`config.mk`:
```
export PLATFORM = sky130hd
export DESIGN_NAME = multibyte_add_seq
export DESIGN_NICKNAME = d
export VERILOG_FILES = /design/src/rtl/multibyte_add_seq.sv
export SDC_FILE = /design/constraint.sdc
export NUM_CORES = 1
export LEC_CHECK = 0
export CAP_MARGIN = 0
export CORE_ASPECT_RATIO = 1.2
export CORE_MARGIN = 3
export CORE_UTILIZATION = 49
export CTS_BUF_LIST = sky130_fd_sc_hd__clkbuf_2
export CTS_CLUSTER_DIAMETER = 30
export DETAILED_ROUTE_END_ITERATION = 16
export PLACE_DENSITY = 0.92
export SYNTH_ARGS = -nofsm -noshare
export SYNTH_HDL_FRONTEND = slang
export SYNTH_SLANG_ARGS = --single-unit
```
`constraint.sdc`:
```
create_clock -name clk -period 2.6 [get_ports clk]
set_input_delay 0.39 -clock clk [delete_from_list [all_inputs] [get_ports clk]]
set_output_delay 0.39 -clock clk [all_outputs]
set_load 0.03 [all_outputs]
```
`src/rtl/multibyte_add_seq.sv`:
```
// multibyte_add_seq: byte-serial multi-byte adder sequencing an external 8-bit adder
module multibyte_add_seq #(
  parameter int NBYTES = 4
) (
  input  logic                clk,
  input  logic                rst_n,
  input  logic                in_valid,
  output logic                in_ready,
  input  logic [8*NBYTES-1:0] op_a,
  input  logic [8*NBYTES-1:0] op_b,
  input  logic                op_cin,
  output logic [7:0]          add_a,
  output logic [7:0]          add_b,
  output logic                add_cin,
  input  logic [7:0]          add_sum,
  input  logic                add_cout,
  output logic                out_valid,
  input  logic                out_ready,
  output logic [8*NBYTES-1:0] result,
  output logic                result_cout,
  output logic                result_ovf,
  output logic                busy
);
  localparam int W  = 8*NBYTES;
  localparam int IW = $clog2(NBYTES);
  typedef enum logic [1:0] {IDLE, RUN, DONE} state_t;
  state_t        state;
  logic [W-1:0]  a_reg, b_reg;
  logic          carry_reg;
  logic [IW-1:0] idx;
  logic          last;
  assign in_ready  = state == IDLE;
  assign out_valid = state == DONE;
  assign busy      = state != IDLE;
  assign last      = idx == IW'(NBYTES-1);
  always_comb begin
    add_a   = state == RUN ? a_reg[8*idx +: 8] : 8'd0;
    add_b   = state == RUN ? b_reg[8*idx +: 8] : 8'd0;
    add_cin = state == RUN ? carry_reg : 1'b0;
  end
  always_ff @(posedge clk) begin
    if (!rst_n) begin
      state       <= IDLE;
      idx         <= '0;
      carry_reg   <= 1'b0;
      a_reg       <= '0;
      b_reg       <= '0;
      result      <= '0;
      result_cout <= 1'b0;
      result_ovf  <= 1'b0;
    end else begin
      case (state)
        IDLE: if (in_valid) begin
          a_reg     <= op_a;
          b_reg     <= op_b;
          carry_reg <= op_cin;
          idx       <= '0;
          state     <= RUN;
        end
        RUN: begin
          result[8*idx +: 8] <= add_sum;
          carry_reg          <= add_cout;
          idx                <= idx + IW'(1);
          if (last) begin
            state       <= DONE;
            result_cout <= add_cout;
            // carry into the MSB recovered from the top bit of the final byte
            result_ovf  <= add_cout ^ add_a[7] ^ add_b[7] ^ add_sum[7];
          end
        end
        DONE: if (out_ready) state <= IDLE;
        default: state <= IDLE;
      endcase
    end
  end
endmodule

```
== Yosys cells after proc, flatten, opt, wreduce, memory -nomap -nowiden ==
Cells that the tools add are included.

* Flip-flop bits (word level): 103
* Output and inout bits: 54
* Logic and storage cells: 42

* Add/subtract/negate cells: 2
* Eq/ne operators: 6
* Shifts and indexed selects: 4
* Muxes and demuxes: 12
* Bitwise gates (word level): 3
* Reductions and logical operators: 7

{| class="wikitable"
|+ Operators with widths
! cell !! number
|-
| 32-bit by 6-bit variable part select with 8-bit output || 2
|-
| 5-bit negation with 34-bit output || 1
|-
| 8-bit by 34-bit variable shift with 32-bit output (first input constant) || 1
|-
| 8-bit by 34-bit variable part select with 32-bit output || 1
|-
| 32-bit bitwise mux || 1
|-
| 8-bit two-way mux || 2
|-
| 2-bit two-way mux || 4
|-
| 2-bit one-hot mux with 3 select lines || 1
|-
| 2-bit AND reduction || 3
|-
| 2-bit == test (second input constant) || 2
|-
| 2-bit inequality test (second input constant) || 2
|-
| 2-bit one-hot mux with 2 select lines || 1
|-
| 2-bit nonzero test || 2
|-
| 3-bit AND reduction || 1
|-
| 1-bit XOR || 3
|-
| 2-bit by 1-bit adder with 2-bit output (second input constant) || 1
|-
| 2-bit by 1-bit == test with 1-bit output (second input constant) || 1
|-
| 2-bit zero test || 1
|-
| 1-bit two-way mux || 2
|-
| 2-bit by 1-bit inequality test with 1-bit output (second input constant) || 1
|-
| 1-bit one-hot mux with 2 select lines || 1
|}

== Depth between registers and ports, before layout ==
* Depth after elaboration: 5
* Mapped depth: 8
* Depth with buffers taken out: 5

== Least setup slack after synthesis ==
OpenSTA, ideal clock, no wires.

* Path type: register to register
* Start point: register idx[1]
* End point: register result[16]
* Arrival time: 1785 ps
* Path slack: 740 ps
* Cell stages (with the launch flop): 8
* Buffers on the path: 2
* Clock period less this slack: 1860 ps
* Path through: dfxtp_1 -> buf_2 -> buf_2 -> inv_1 -> ha_1 -> nor4b_4 -> nand3_1 -> a21boi_0

* Longest elaborated chain between the ends: 3

{| class="wikitable"
|+ Ends and longest elaborated chain
! element !! line !! text
|-
| from (decl) || 30 || <nowiki>logic [IW-1:0] idx;</nowiki>
|-
| from (signal assigned) || 63 || <nowiki>idx <= idx + IW'(1);</nowiki>
|-
| 5-bit negation with 34-bit output (*) || 61 || <nowiki>result[8*idx +: 8] <= add_sum;</nowiki>
|-
| 8-bit by 34-bit variable part select with 32-bit output / 8-bit by 34-bit variable shift with 32-bit output (equally long branches) || 61 ||
|-
| 32-bit bitwise mux (*) || 61 ||
|-
| to (signal, indexed assignment) || 61 ||
|-
| to (decl) || 19 || <nowiki>output logic [8*NBYTES-1:0] result,</nowiki>
|}

Every way passes the cells marked *; elsewhere a longest branch is shown, timed or not.
A chain may end at the register's enable or synchronous reset.

== Final worst setup path ==
* Start point: register state[0]
* End point: output add_a[4]

* Longest elaborated chain between the ends: 2

{| class="wikitable"
|+ Ends and longest elaborated chain
! element !! line !! text
|-
| from (decl) || 27 || <nowiki>state_t state;</nowiki>
|-
| from (signal assigned) || 43 || <nowiki>state <= IDLE;</nowiki>
|-
| from (signal assigned) || 58 || <nowiki>state <= RUN;</nowiki>
|-
| from (signal assigned) || 65 || <nowiki>state <= DONE;</nowiki>
|-
| 2-bit by 1-bit == test with 1-bit output || 37 || <nowiki>add_a = state == RUN ? a_reg[8*idx +: 8] : 8'd0;</nowiki>
|-
| 8-bit two-way mux || 37 ||
|-
| to (decl) || 12 || <nowiki>output logic [7:0] add_a,</nowiki>
|}

No other way between the ends.

==> impl_results.md <==
* P_leak at approximately 2.2 nW
* Post-synth ARST share at 0
* Fin util at 0.667
* Total chip power at about 3 mW
* Avg Inst Size Synth at 9.04 um2
* Worst path bufs/invs at 3
* Initial Util at 0.505
* Avg WL per Cell at roughly 15 um
* Remaining DRCs at 0
* Number of synthesized register bits at 103
* Setup crit end kind: primary output
* Req. time, crit path at about 2.2 ns
* Maximum buffer depth of the clock tree at 2
* DP Cell Count at approximately 730
* Top Ports at between 100 and 150
* Clock slew at reported path FFs at roughly 0.25 ns
* GP Congestion at 0.816
* CTS tree: done
* CP delay by family, top: buffers and inverters
* Clk sink count at 103
* Largest incremental delay on the critical path at 0.50 ns
* Post-DRT Antenna Nets at 0
* Die H at around 110 um
* Setup TNS at 0 ns
* CTS Root Cell: clkbuf_2
* Reg2reg end: result[29]
* Largest net degree at the start of global routing at 68
* NumNets Final at 709
* Synth area leaders: dfxtp_1 (45%), a21boi_0 (13%), nand2_1 (13%)
* Drt pass-1 iters at 4
* Post-synthesis sequential area ratio at 0.447
* Critical path class: flip-flop to primary output
* Fill count at 737
* Levels on crit path at 5
* Critical Path End: add_a[4]
* R2R Path Start: idx[1]
* Worst-path fanout max at 12
* Least-Margin Pin Slew at 0.758 ns
* Synth Net Count at slightly below 600
* Layout Skew at about 0.021 ns
* Worst R2R Path Depth at 5
* Worst-path cell chain: buf_4 -> nor2b_1 -> buf_4 -> and2_1 -> buf_4
* Die ar. at roughly 0.011 mm2
* Cell taking the most area after synthesis: dfxtp_1
* Post-synth top area share at 0.447
* Worst Hold Class: primary input to flip-flop
* # port buffers at 131
* Crit path from: state[0]
* ANT cells at 0
* Vias at roughly 4000
* Initial DRC Count at around 210
* Final hold slack at 0.358 ns
* # rows at 38
* Later-pin clock latency in the skew report at 0.54 ns
* Max frequency at 0.412 GHz
* Area grow syn2layout at 32.1%
* Library cells used by synthesis at 33
* Crit path launch type: flip-flop
* Synth Cell Area at 0.00461 mm2
* Post-CTS Hold Buffers at 0
* Final WS setup at 0.171 ns
* Max-Cap Viols at 0
* Core box area at 0.00913 mm2
* H-tree levels at 3
* Power per Cell Area at 486 mW/mm2
* Final setup viols at 0
* Critical-path top delay cell: dfxtp_1
* Synthesis Warnings at 0
* Register Area at roughly 0.0021 mm2
* Design area at 0.00609 mm2
* Rel. slew slack at 0.495
* Status: completed
* First-pass GRT wire length at 18.5 mm
* Vias per std cell at 5.35
* Most common cell in the netlist: nand2_1
* Pins Over Slew Limit at 0
* HPWL Detailed at 8.64 mm
* Drt total wl at 11.6 mm
* R2r setup slk at roughly 0.64 ns
* Post-DP Area at 0.00594 mm2
* Vias in the first global route at 4011
* Area of the multi-input gates at 0.00236 mm2
* Most used cell, CP: buf_4
* Final worst-path cycle share at 0.934
* CP arrival at 2.04 ns
* Initial antenna violation count at 0
* Final Non-Filler Cells at 750
* Post-synth top cells: nand2_1 (163), dfxtp_1 (103), a21boi_0 (82)
* Total grt overflow at 0
* Global Route Usage Sum at 0.219
* Post-Synthesis Cells at 510
* Maximum VDD drop at 0.265 mV
* Number of CTS-inserted buffers at 9
* Die Span X at around 95 um
* RSZ-0062 raised after global routing: false
* Layout cells sized above 1 at 0.111
* Top FF cell, synth: dfxtp_1
* Number of flops mapped to enable cells by yosys at 0
* Tmin final at between 2 and 2.5 ns
* Final hold viol count at 0
* Pre-CTS setup slack at roughly 0.36 ns
==> cells by family (layout without fill, tap and decap cells) <==
kind of cell	count (synthesis)	after routing	share of synthesized area
fa+ha+maj	5	5	0.0136
simple gates	236	236	0.243
mux	16	16	0.0790
xor+xnor	2	2	0.00679
compound gates	105	105	0.169
buf+inv	43	163	0.0413
flops	103	103	0.447
==> cells in the final DEF, fill, tap and decap left out <==
cell type          n
or2_2              1
a21boi_0          82
nor3b_2            3
and2_1            18
a22oi_1            1
o21ai_0            2
nor2b_1            3
clkinvlp_4         2
bufinv_16          1
and3b_1            5
clkdlybuf4s50_1  113
ha_1               5
nand2b_1           1
nor2_1             1
nand2_1          163
a21boi_1          17
mux4_1             1
nand3_1           22
buf_4             29
or3b_2             1
nor4b_4            1
clkbuf_2          12
dfxtp_2            1
mux4_2            15
dfxtp_1          101
buf_12             2
nand4b_1          12
a21oi_1            1
dfxtp_4            1
nand3b_1           4
xnor3_1            1
buf_2              1
xor2_1             1
o21a_1             2
inv_1              3
nor3_1             1
==> routing by layer <==
layer  vias to the layer above  global-route usage  wire length [um]
met2                       138               0.395              5910
met1                      1887               0.253              4640
met4                         0               0.100               386
met3                        34              0.0282               629
met5                         -                   0                 0
li1                       1956                   -                 -
==> cell type report <==
cell class / count / share of cell area
timing repair buffer: 145 / 0.229
inverter: 3 / 0.00185
clock inverter: 3 / 0.00740
sequential: 103 / 0.339
tap: 120 / 0.0247
multi-input combinational: 364 / 0.388
clock buffer: 12 / 0.00986
==> worst min path at each step <==
stage	from	end	depth (start not counted)
floorplan	b_reg[23]	b_reg[23]	2
finish	op_b[26]	b_reg[26]	3
global route	op_a[0]	a_reg[0]	3
global placement	a_reg[5]	a_reg[5]	2
detailed placement	b_reg[30]	b_reg[30]	2
CTS	op_b[30]	b_reg[30]	3
==> worst register-to-register path, cell delays in order, from the launching register on <==
cell and delay [ns]:
dfxtp_2 0.56, inv_1 0.13, ha_1 0.39, nor3b_2 0.47, nand4b_1 0.17, a21boi_0 0.20
==> repair_timing <==
item,4_1_cts,5_1_grt
setup endpoints to repair,15,0
setup buffers,4,0
gates resized for setup,2,0
==> where the power goes <==
part	internal [mW]	switching [mW]	total, mW
clock	0.228	0.488	0.716
combinational	0.282	0.263	0.545
sequential	1.66	0.0414	1.70
total	2.17	0.793	2.96
No activity file was read; power rests on OpenSTA's default activity.
